File: src/rtl/dbg_read_scheduler.sv
// dbg_read_scheduler: shares the debug read port between CPU reads and a debounced/auto-scanned viewer.
module dbg_read_scheduler #(
  parameter logic [19:0] DB_CYCLES      = 20'd500000,
  parameter logic [25:0] SCAN_PERIOD    = 26'd50000000,
  parameter logic [19:0] REFRESH_PERIOD = 20'd1000000,
  parameter logic [3:0]  STARVE_LIMIT   = 4'd8
) (
  input  logic        clk,
  input  logic        rst,
  input  logic        signal,
  input  logic [4:0]  address,
  input  logic        auto_en,
  input  logic        cpu_req,
  input  logic [4:0]  cpu_addr,
  output logic        cpu_gnt,
  output logic [4:0]  rd_addr,
  input  logic [31:0] rd_data,
  output logic [4:0]  dbg_addr,
  output logic [31:0] dbg_data,
  output logic        dbg_valid
);
  typedef enum logic [1:0] {IDLE, WAIT, READ, CAPTURE} state_t;
  state_t state;
  logic s1, s2, db_level, step, pending, tick, set_pending;
  logic [19:0] db_cnt, ref_cnt;
  logic [25:0] auto_cnt;
  logic [4:0] index, prev_target, rd_tag, target;
  logic [3:0] wait_cnt;
  assign tick = auto_en && auto_cnt == SCAN_PERIOD - 26'd1;
  assign target = address != 5'd0 ? address : index;
  assign set_pending = target != prev_target || ref_cnt == REFRESH_PERIOD - 20'd1;
  assign cpu_gnt = state != READ && cpu_req;
  assign rd_addr = state == READ ? target : cpu_addr;
  // a step fires only on the debounced rising edge, so a held button steps once
  always_ff @(posedge clk or posedge rst)
    if (rst) begin
      s1 <= 1'b0;
      s2 <= 1'b0;
      db_level <= 1'b0;
      db_cnt <= '0;
      step <= 1'b0;
    end else begin
      s1 <= signal;
      s2 <= s1;
      step <= 1'b0;
      if (s2 == db_level) db_cnt <= '0;
      else if (db_cnt == DB_CYCLES - 20'd1) begin
        db_level <= s2;
        db_cnt <= '0;
        step <= s2;
      end else db_cnt <= db_cnt + 20'd1;
    end
  always_ff @(posedge clk or posedge rst)
    if (rst) begin
      auto_cnt <= '0;
      index <= '0;
      prev_target <= '0;
      ref_cnt <= '0;
    end else begin
      auto_cnt <= (!auto_en || step || tick) ? '0 : auto_cnt + 26'd1;
      index <= address != 5'd0 ? 5'd0 : (step || tick) ? index + 5'd1 : index;
      prev_target <= target;
      ref_cnt <= (dbg_valid || ref_cnt == REFRESH_PERIOD - 20'd1) ? '0 : ref_cnt + 20'd1;
    end
  always_ff @(posedge clk or posedge rst)
    if (rst) begin
      state <= IDLE;
      pending <= 1'b1;
      wait_cnt <= '0;
      rd_tag <= '0;
      dbg_addr <= '0;
      dbg_data <= '0;
      dbg_valid <= 1'b0;
    end else begin
      dbg_valid <= 1'b0;
      pending <= pending | set_pending;
      case (state)
        IDLE: state <= pending ? WAIT : IDLE;
        WAIT:
          if (!cpu_req || wait_cnt == STARVE_LIMIT - 4'd1) state <= READ;
          else wait_cnt <= wait_cnt + 4'd1;
        READ: begin
          rd_tag <= target;
          pending <= set_pending;
          wait_cnt <= '0;
          state <= CAPTURE;
        end
        default: begin
          dbg_data <= rd_data;
          dbg_addr <= rd_tag;
          dbg_valid <= 1'b1;
          state <= (pending | set_pending) ? WAIT : IDLE;
        end
      endcase
    end
endmodule

File: config.mk
export PLATFORM = sky130hd
export DESIGN_NAME = dbg_read_scheduler
export DESIGN_NICKNAME = d
export VERILOG_FILES = /design/src/rtl/dbg_read_scheduler.sv
export SDC_FILE = /design/constraint.sdc
export NUM_CORES = 1
export LEC_CHECK = 0
export ABC_AREA = 1
export CAP_MARGIN = 20
export CORE_AREA = 8 8 143 92
export CTS_CLUSTER_DIAMETER = 120
export DETAILED_ROUTE_END_ITERATION = 12
export DIE_AREA = 0 0 151 100
export HOLD_SLACK_MARGIN = 0.05
export PLACE_DENSITY = 0.84
export SLEW_MARGIN = 20
export SYNTH_ARGS = -nofsm -noshare
export SYNTH_HDL_FRONTEND = slang
export SYNTH_SLANG_ARGS = --single-unit
File: constraint.sdc
create_clock -name clk -period 10.5 [get_ports clk]
set_input_delay 2.1 -clock clk [delete_from_list [all_inputs] [get_ports clk]]
set_output_delay 2.1 -clock clk [all_outputs]
set_load 0.01 [all_outputs]
; Word level (Yosys, flattened, before mapping)
; Index checks and enable logic that the tools add are counted.
[totals]
reg_bits = 130
in_bits = 47
word_cells = 69
[op_classes]
addsub = 5
eq_ne = 11
n_mux = 18
bitwise = 2
n_reduce_logical = 17
[ops]
columns = operator, n
row1 = $mux 20, 3
row2 = $add 20x1->20 const B, 2
row3 = $add 26x1->26 const B, 1
row4 = $eq 26x26->1 const B, 1
row5 = $mux 26, 1
row6 = $eq 20x19->1 const B, 1
row7 = $eq 20x20->1 const B, 1
row8 = $mux 5, 4
row9 = $pmux 4 s2, 1
row10 = $logic_or 1x1->1, 6
row11 = $mux 1, 6
row12 = $ne 2x2->1 const B, 3
row13 = $pmux 2 s3, 1
row14 = $add 5x1->5 const B, 1
row15 = $ne 5x5->1, 1
row16 = $reduce_bool 5->1, 1
row17 = $add 4x1->4 const B, 1
row18 = $eq 4x3->1 const B, 1
row19 = $mux 4, 1
row20 = $reduce_and 2->1, 2
row21 = $reduce_bool 2->1, 2
row22 = $reduce_or 3->1, 1
row23 = $eq 2x1->1 const B, 1
row24 = $eq 2x2->1 const B, 1
row25 = 7 further kinds, 9

; Logic depth before layout (Yosys ltp)
; Gate-level depths: netlist of run 1.
[depth]
depth_word = 7
ltp_mapped = 11
ltp_nobuf = 11

; Least setup slack after synthesis of run 1
; Ideal clock, no wire load.
[synth_timing]
kind = input to output
from = input address[3]
to = output rd_addr[2]
t_arrival_ns = 2.865
required_ns = 8.400
slack_ns = 5.535
cell_stages = 7
cell_sequence = nor2_2 > nand3_2 > inv_2 > nand2_1 > nand2_1 > nand2_1 > nand2_1
[synth_via]
elab_chain_cells = 3
[synth_rtl]
columns = element, line
row1 = start: declaration, 11  ; input logic [4:0] address,
row2 = $reduce_bool 5->1, 30  ; assign target = address != 5'd0 ? address : index;
row3 = $mux 5, 30
row4 = named net target[2], 27  ; logic [4:0] index, prev_target, rd_tag, target;
row5 = $mux 5, 33  ; assign rd_addr = state == READ ? target : cpu_addr;
row6 = end: declaration, 16  ; output logic [4:0] rd_addr,
; The timed path passes the listed nets, and every way through them passes these cells.

; Worst setup path after layout of run 1
; Ends and elaborated chain as after synthesis.

==> results of run 1 <==
## how the worst min path moves through the flow
stage,start,to,slack [ns],cells past startpoint
after floorplan,s1,s2,0.33,0
after global placement,s1,s2,0.34,0
after detailed placement,s1,s2,0.35,0
after CTS,s1,s2,0.36,0
after global routing,s1,s2,0.36,0
final,s1,s2,0.36,0
## area by class of cell
| cell class | instances | area share (%) |
|---|---|---|
| sequential | 130 | 40.4 |
| clock buffer | 17 | 5.28 |
| antenna | 1 | 0.0311 |
| multi-input combinational | 549 | 33.3 |
| timing repair buffer | 93 | 11.5 |
| tap | 144 | 2.24 |
| inverter | 82 | 3.85 |
| clock inverter | 15 | 3.42 |
## cell families after synthesis
logic type / count (synthesis) / share of synthesized area (%)
XOR/XNOR: 34 / 4.71
buffers and inverters: 96 / 6.00
AO/OA/AOI/OAI: 40 / 3.43
adder cells (fa/ha/maj): 9 / 1.78
flip-flops: 130 / 51.5
AND/OR/NAND/NOR: 466 / 32.6
## through the flow
| stage | total power, mW | hold WS [ns] | utilization (%) | area, sq um |
|---|---|---|---|---|
| 2_1_floorplan | 0.921 | 0.331 | - | 6320 |
| 3_3_place_gp | 1.17 | 0.339 | 67.1 | 7350 |
| 3_5_place_dp | 1.18 | 0.348 | 67.1 | 7350 |
| 4_1_cts | 1.90 | 0.361 | 73.5 | 8060 |
| 5_1_grt | 1.99 | 0.363 | 73.5 | 8060 |
| 6_report | 1.89 | 0.365 | 73.5 | 8060 |
## state kept, by name (all words and copies together) (netlist names), 2 cells and up
name         count
dbg_data        32
auto_cnt        26
db_cnt          20
ref_cnt         20
dbg_addr         5
index            5
prev_target      5
rd_tag           5
wait_cnt         4
state            2
## power breakdown
group | switching (mW) | internal, mW | leakage [nW]
clock | 0.232 | 0.473 | 0.339
combinational | 0.289 | 0.228 | 1.75
sequential | 0.0607 | 0.604 | 1.71
total | 0.582 | 1.30 | 3.80
## per-layer routing
metal / part of all wire [%] / GRT usage [%] / vias to the layer above / wire length, microns
met1: 45 / 30.5 / 2641 / 7290
met4: 1.5 / 6.74 / 0 / 240
met2: 46 / 35.1 / 250 / 7550
met5: 0 / 0 / - / 0
met3: 7.6 / 6.56 / 30 / 1240
li1: - / - / 2660 / -
## worst max-delay path, cell delays in order
cell and delay, ns:
clkdlybuf4s50_1 0.44, nor2_2 0.28, nand3_2 0.19, inv_2 0.19
nand2_1 0.10, nand2_1 0.09, nand2_1 0.07, nand2_1 0.08
clkdlybuf4s50_1 0.54
## cells in the mapped netlist
master / number
a21oi_1: 18
dfrtp_1: 129
nor4_2: 1
nand3_2: 1
inv_2: 1
nand3_4: 1
and3_1: 2
nand3b_2: 1
nand3_1: 39
a211oi_1: 1
ha_1: 9
o21bai_1: 2
nand2_2: 1
nand2_1: 242
nor4_1: 9
nor3_2: 7
xnor2_1: 8
nand2b_1: 1
o21bai_2: 1
inv_1: 80
nor2_2: 4
nor3_4: 1
nor3b_1: 4
nand4_1: 26
buf_2: 2
o21ai_0: 17
xor2_1: 26
nand3b_1: 4
clkbuf_2: 1
clkbuf_1: 9
nor2_1: 98
or2_1: 1
buf_6: 2
nor3_1: 23
clkinv_1: 1
o21a_1: 1
dfstp_2: 1
==> out/qor.csv, run 1 <==
metric,value,unit
layout cells sized above 1,6.32,%
Routed WL,16.3,mm
Critical Path Start Type,primary input,
Critical Path Start,address[3],
port bufs,90,
RSZ-0062 raised after global routing,no,
most frequent cells in the layout,"nand2_1 (242), dfrtp_1 (129), nor2_1 (98)",
footprint of the multi-input gates,0.00269,sq mm
Synth top area share,51.1,%
Pins Over Slew Limit,0,
final hold vios,0,
routed wire length per instance,15.8,microns
power per cell area,234,mW/mm^2
cts repair resizes,0,
fmax,162,MHz
Initial Util,57.7,%
#FFs+latches synth,130,
worst-margin pin slew,0.811,ns
Die Height,100,microns
core region area,0.0110,sq mm
max_cap viols,0,
Syn Area/Cell,8.15,sq um
clock-pin slew on the worst setup and hold paths,0.06,ns
total track usage,22.7,%
first-pass GRT wire length,27.5,mm
clock skew,0.00666,ns
DP Cell Count,998,
area grow syn2layout,27.5,%
final period utilization,58.8,%
data arrival time at the worst-slack endpoint,4.07,ns
vias in the first global route,5665,
die width,151,microns
TritonCTS clock tree,done,
Synth Instances,775,
FILL cells,759,
# H-tree levels,4,
Root Buffer,clkbuf_16,
"Max FO, Critical Path",10,
Max IR drop VDD,0.140,mV
Seq. cell area,0.00325,sq mm
io pins,91,
HP Class,flip-flop to flip-flop,
post-DR vias/cell,5.41,
Worst Setup EP,rd_addr[2],
Syn. warnings,0,
gpl congestion,0.917,
crit path kind,primary input to output port,
clk_lat worst skew,0.42,ns
site row count,30,
status,completed,
R2R Path Start,state[0],
# nets final,929,
final setup fails,0,
Post-Syn Nets,831,
required time of the worst setup path,8.40,ns
Critical Path End Type,output port,
pin count of the biggest net entering global routing,69,
Detail Route Antenna Nets,0,
Non-Filler Instances,1031,
Final min period,6.17,ns
Reg2Reg Depth,7,
Final HPWL DP,11.3,mm
Setup WS post-layout,4.33,ns
drt drc,0,
Longest Clk Path Bufs,2,
total setup buffers inserted after CTS,0,
Lkg Pwr,3.80,nW
DRT iter0 DRCs,448,
TritonRoute pass-1 iters,5,
hold_buf cts,0,
TNS Setup,0,ns
Mapped Area,0.00632,sq mm
CTS Buf Count,17,
TritonCTS Sinks,130,
leading area contributor after synthesis,dfrtp_1,
GRT overflow,0,
pre-CTS WS,4.38,ns
synth unique cells,37,
sequential area share after synthesis,51.5,%
Area contributors post-synth,"dfrtp_1 (51%), nand2_1 (14%), nor2_1 (5.8%), inv_1 (4.8%), xor2_1 (3.6%)",
Die Area,0.0151,sq mm
"commonest non-fill, non-tap cell in the layout",nand2_1,
FF-to-FF End,wait_cnt[3],
via count,5581,
relative slew slack,45.9,%
initial antenna violation count,1,
"setup slack, reg-to-reg",8.28,ns
(Power assumes the default switching activity.)
==> inputs of run 2 (changes only) <==
--- a/config.mk
+++ b/config.mk
@@ -7,12 +7,12 @@
 export LEC_CHECK = 0
 export ABC_AREA = 1
 export CAP_MARGIN = 20
-export CORE_AREA = 8 8 143 92
+export CORE_AREA = 8 8 148 95
 export CTS_CLUSTER_DIAMETER = 120
 export DETAILED_ROUTE_END_ITERATION = 12
-export DIE_AREA = 0 0 151 100
+export DIE_AREA = 0 0 156 103
 export HOLD_SLACK_MARGIN = 0.05
-export PLACE_DENSITY = 0.84
+export PLACE_DENSITY = 0.79
 export SLEW_MARGIN = 20
 export SYNTH_ARGS = -nofsm -noshare
 export SYNTH_HDL_FRONTEND = slang
==> constraint.sdc (replaced) <==
create_clock -name clk -period 6.2 [get_ports clk]
set_input_delay 1.24 -clock clk [delete_from_list [all_inputs] [get_ports clk]]
set_output_delay 1.24 -clock clk [all_outputs]
set_load 0.01 [all_outputs]
==> out/qor.csv, run 2 (same netlist as run 1, synthesis figures left out) <==
metric,value,unit
status,completed,
Pins Over Slew Limit,0,
most frequent cells in the layout,"nand2_1 (242), dfrtp_1 (129), nor2_1 (98)",
antenna cells,0,
Comb power frac,28.6,%
Lkg Pwr,3.75,nW
RSZ-0062 raised after global routing,no,
Sw Ratio,31.7,%
Critical Path Start,address[3],
relative slew slack,60.4,%
initial antenna violation count,0,
Int Pwr,2.06,mW
layout cells sized above 1,6.31,%
io pins,91,
worst hold stages,0,
CTS Buf Count,17,
core region area,0.0118,sq mm
port bufs,90,
worst-margin pin slew,0.593,ns
power per cell area,378,mW/mm^2
Reg2Reg Depth,7,
total track usage,20.9,%
max FFs per register,32,
routed wire length per instance,15.0,microns
Non-Filler Instances,1052,
fmax,225,MHz
TritonCTS clock tree,done,
crit path kind,primary input to output port,
hold_buf cts,0,
Initial Util,53.8,%
pin count of the biggest net entering global routing,52,
GRT overflow,0,
"commonest non-fill, non-tap cell in the layout",nand2_1,
first-pass GRT wire length,27.0,mm
pre-CTS WS,1.80,ns
final setup fails,0,
Hold Startpoint,s1,
max_cap viols,0,
Detail Route Antenna Nets,0,
TritonCTS Sinks,130,
Critical Path Max Stage Delay,0.53,ns
"Max FO, Critical Path",10,
Top reg by flops,dbg_data,
DP Cell Count,1020,
final period utilization,71.6,%
FF-to-FF End,wait_cnt[3],
FILL cells,884,
Die Height,103,microns
Flop pwr share,37.3,%
Routed WL,15.8,mm
area grow syn2layout,26.6,%
cell mode on critical path,nand2_1,
data arrival time at the worst-slack endpoint,3.20,ns
TritonRoute pass-1 iters,5,
Critical Path End Type,output port,
DRT iter0 DRCs,518,
clock power share,34.1,%
via count,5508,
# H-tree levels,4,
crit-path cells,clkdlybuf4s50_1 -> nor2_2 -> nand3_2 -> inv_2 -> nand2_1 -> nand2_1 -> nand2_1 -> nand2_1 -> clkdlybuf4s50_1,
Setup WS post-layout,1.76,ns
R2R Path Start,state[0],
clock-pin slew on the worst setup and hold paths,0.06,ns
gpl congestion,0.900,
Final HPWL DP,11.3,mm
Hold EP,s2,
Net Switching,957,uW
final hold vios,0,
Longest Clk Path Bufs,2,
HP Class,flip-flop to flip-flop,
total setup buffers inserted after CTS,0,
die width,156,microns
Largest regs,"dbg_data x32, auto_cnt x26",
drt drc,0,
site row count,31,
TNS Setup,0,ns
Die Area,0.0161,sq mm
Slowest cell on crit path,clkdlybuf4s50_1,
clk_lat worst skew,0.41,ns
clock skew,0.00862,ns
Critical Path Start Type,primary input,
cts repair resizes,0,
# nets final,930,
required time of the worst setup path,4.96,ns
Final min period,4.44,ns
"setup slack, reg-to-reg",3.96,ns
Root Buffer,clkbuf_16,
Max IR drop VDD,0.245,mV
vias in the first global route,5588,
post-DR vias/cell,5.24,
[run 2: cell count changes in the layout (fill, tap and decap cells not counted), moves of 2 or more]
cell,delta
bufinv_16,-4
inv_6,-5
clkinv_4,+3
clkbuf_8,+2
clkinvlp_4,+2
[run 2: final cells by class]
class	instances	area, sq um	share of cell area, %
Inverter	82	310	3.88
Clock inverter	12	158	1.97
Clock buffer	20	457	5.71
Tap cell	165	206	2.58
Multi-Input combinational cell	549	2690	33.6
Sequential cell	130	3250	40.7
Timing Repair Buffer	94	931	11.6
[run 2: power by group through the flow]
stage	Sequential [mW]	Combinational [mW]	Clock, mW
after floorplan	1.18	0.382	0
final	1.13	0.864	1.03
after detailed placement	1.13	0.869	0
after global placement	1.12	0.847	0
after CTS	1.13	0.876	1.04
after global routing	1.15	0.967	1.08
[run 2: per-stage QoR]
| stage | area [sq um] | hold slack (ns) | power [mW] | utilization, % |
|---|---|---|---|---|
| final | 8000 | 0.355 | 3.02 | 68.1 |
| after global routing | 8000 | 0.365 | 3.20 | 68.1 |
| after CTS | 8000 | 0.355 | 3.05 | 68.1 |
| after detailed placement | 7390 | 0.343 | 2.00 | 62.9 |
| after global placement | 7390 | 0.340 | 1.97 | 62.9 |
| after floorplan | 6320 | 0.331 | 1.56 | - |
[run 2: worst max-delay path by stage]
stage	end
2_1_floorplan	auto_cnt[0]
3_3_place_gp	rd_addr[2]
3_5_place_dp	rd_addr[2]
4_1_cts	rd_addr[2]
5_1_grt	rd_addr[2]
6_report	rd_addr[2]
[run 2: worst max-delay path, delay by kind of cell]
kind / cells / cell delay, ns
buffers and inverters: 3 / 1.16
and+or+nand+nor: 6 / 0.79
[run 2: metal layers]
metal	track usage [%]	part of all wire (%)	routed length [microns]	vias to the layer above
met5	0	0	0	-
met4	5.64	0.69	109	0
met3	6.28	7.4	1170	18
met2	32.5	46	7290	190
met1	28.0	46	7210	2636
li1	-	-	-	2664
==> inputs of run 3 (changes only) <==
--- a/config.mk
+++ b/config.mk
@@ -7,12 +7,12 @@
 export LEC_CHECK = 0
 export ABC_AREA = 1
 export CAP_MARGIN = 20
-export CORE_AREA = 8 8 148 95
+export CORE_AREA = 8 8 156 99
 export CTS_CLUSTER_DIAMETER = 120
 export DETAILED_ROUTE_END_ITERATION = 12
-export DIE_AREA = 0 0 156 103
+export DIE_AREA = 0 0 164 107
 export HOLD_SLACK_MARGIN = 0.05
-export PLACE_DENSITY = 0.79
+export PLACE_DENSITY = 0.75
 export SLEW_MARGIN = 20
 export SYNTH_ARGS = -nofsm -noshare
 export SYNTH_HDL_FRONTEND = slang
==> constraint.sdc (replaced) <==
create_clock -name clk -period 4 [get_ports clk]
set_input_delay 0.8 -clock clk [delete_from_list [all_inputs] [get_ports clk]]
set_output_delay 0.8 -clock clk [all_outputs]
set_load 0.01 [all_outputs]
==> out/qor.csv, run 3 (same netlist as run 1, synthesis figures left out) <==
metric,value,unit
status,completed,
data arrival time at the worst-slack endpoint,2.80,ns
Flop pwr share,37.1,%
relative slew slack,58.9,%
vias in the first global route,5025,
Max IR drop VDD,0.383,mV
R2R Path Start,state[0],
"commonest non-fill, non-tap cell in the layout",nand2_1,
gpl congestion,0.902,
TNS Setup,0,ns
post-DR vias/cell,4.89,
drt drc,0,
RSZ-0062 raised after global routing,no,
Initial Util,47.7,%
"Max FO, Critical Path",10,
Net Switching,1.45,mW
Die Area,0.0175,sq mm
first-pass GRT wire length,24.7,mm
Final min period,3.60,ns
cts repair resizes,0,
final hold vios,0,
"setup slack, reg-to-reg",1.76,ns
Largest regs,"dbg_data x32, auto_cnt x26",
Slowest cell on crit path,clkdlybuf4s50_1,
# nets final,929,
Critical Path Start,address[1],
site row count,33,
crit path kind,primary input to output port,
Root Buffer,clkbuf_16,
TritonCTS Sinks,130,
cell mode on critical path,nand2_1,
area grow syn2layout,27.1,%
GRT overflow,0,
max_cap viols,0,
routed wire length per instance,13.6,microns
Final HPWL DP,10.6,mm
Critical Path End Type,output port,
# H-tree levels,4,
port bufs,90,
power per cell area,584,mW/mm^2
Pins Over Slew Limit,0,
initial antenna violation count,0,
worst-margin pin slew,0.615,ns
fmax,278,MHz
Final Util,60.6,%
layout cells sized above 1,6.21,%
die width,164,microns
Hold Startpoint,s1,
clock skew,0.0107,ns
HP Class,flip-flop to flip-flop,
pin count of the biggest net entering global routing,104,
via count,5191,
max FFs per register,32,
TritonRoute pass-1 iters,5,
clk_lat worst skew,0.41,ns
antenna cells,0,
io pins,91,
Int Pwr,3.24,mW
Sw Ratio,30.9,%
hold_buf cts,0,
Comb power frac,28.0,%
clock-pin slew on the worst setup and hold paths,0.06,ns
Critical Path Start Type,primary input,
final period utilization,89.9,%
Lkg Pwr,3.76,nW
final setup fails,0,
CTS Buf Count,17,
DRT iter0 DRCs,300,
total track usage,17.4,%
Detail Route Antenna Nets,0,
Routed WL,14.5,mm
TritonCTS clock tree,done,
total setup buffers inserted after CTS,0,
Top reg by flops,dbg_data,
Longest Clk Path Bufs,2,
Die Height,107,microns
clock power share,34.9,%
Critical Path Max Stage Delay,0.53,ns
crit-path cells,clkdlybuf4s50_1 -> nor2_2 -> nand3_2 -> inv_2 -> nand2_1 -> nand2_1 -> nand2_1 -> nand2_1 -> clkdlybuf4s50_1,
required time of the worst setup path,3.20,ns
most frequent cells in the layout,"nand2_1 (242), dfrtp_1 (129), nor2_1 (98)",
core region area,0.0133,sq mm
[run 3: cell count changes in the layout (fill, tap and decap cells not counted)]
cell	before	now
buf_12	0	1
bufinv_16	3	4
clkinv_2	2	3
inv_4	1	0
buf_4	4	2
clkbuf_8	2	1
[run 3: path summary, 6_finish.rpt]
| path | end | depth (start not counted) |
|---|---|---|
| max | rd_addr[2] | 9 |
| min | s2 | 0 |
| max reg2reg | wait_cnt[3] | 7 |
| min reg2reg | s2 | 0 |
| max in group asynchronous | auto_cnt[14] | 3 |
| min in group asynchronous | dbg_data[11] | 2 |
[run 3: power groups by stage]
| stage | combinational [mW] | sequential (mW) | clock [mW] |
|---|---|---|---|
| floorplan | 0.593 | 1.83 | 0 |
| global placement | 1.33 | 1.75 | 0 |
| detailed placement | 1.34 | 1.75 | 0 |
| CTS | 1.35 | 1.74 | 1.66 |
| global route | 1.49 | 1.77 | 1.73 |
| finish | 1.31 | 1.74 | 1.64 |
[run 3: stage by stage]
step | hold WS [ns] | setup slack [ns] | power, mW | area [sq um] | cells
3_3_place_gp | 0.335 | 0.480 | 3.08 | 7410 | 1029
5_1_grt | 0.355 | 0.270 | 4.99 | 8040 | 1061
2_1_floorplan | 0.331 | 1.59 | 2.42 | 6320 | 775
6_report | 0.347 | 0.405 | 4.69 | 8040 | 1061
4_1_cts | 0.348 | 0.414 | 4.75 | 8040 | 1061
3_5_place_dp | 0.335 | 0.417 | 3.10 | 7410 | 1029
[run 3: layout make-up]
| class | instances | area (sq um) |
|---|---|---|
| sequential | 130 | 3250 |
| fill | 1151 | 5220 |
| tap | 175 | 219 |
| timing repair buffer | 93 | 936 |
| multi-input combinational | 549 | 2690 |
| clock buffer | 19 | 443 |
| clock inverter | 13 | 185 |
| inverter | 82 | 312 |
[run 3: routing by layer]
metal / vias up / wire (microns) / track usage (%)
met1: 2382 / 7160 / 24.3
met3: 6 / 1370 / 7.73
met4: 0 / 75 / 4.97
li1: 2668 / - / -
met5: - / 0 / 0
met2: 135 / 5870 / 23.8
[run 3: worst max-delay path: cells and delay by family]
| family | cells | cell delay (ns) |
|---|---|---|
| buffers and inverters | 3 | 1.19 |
| AND/OR/NAND/NOR | 6 | 0.80 |
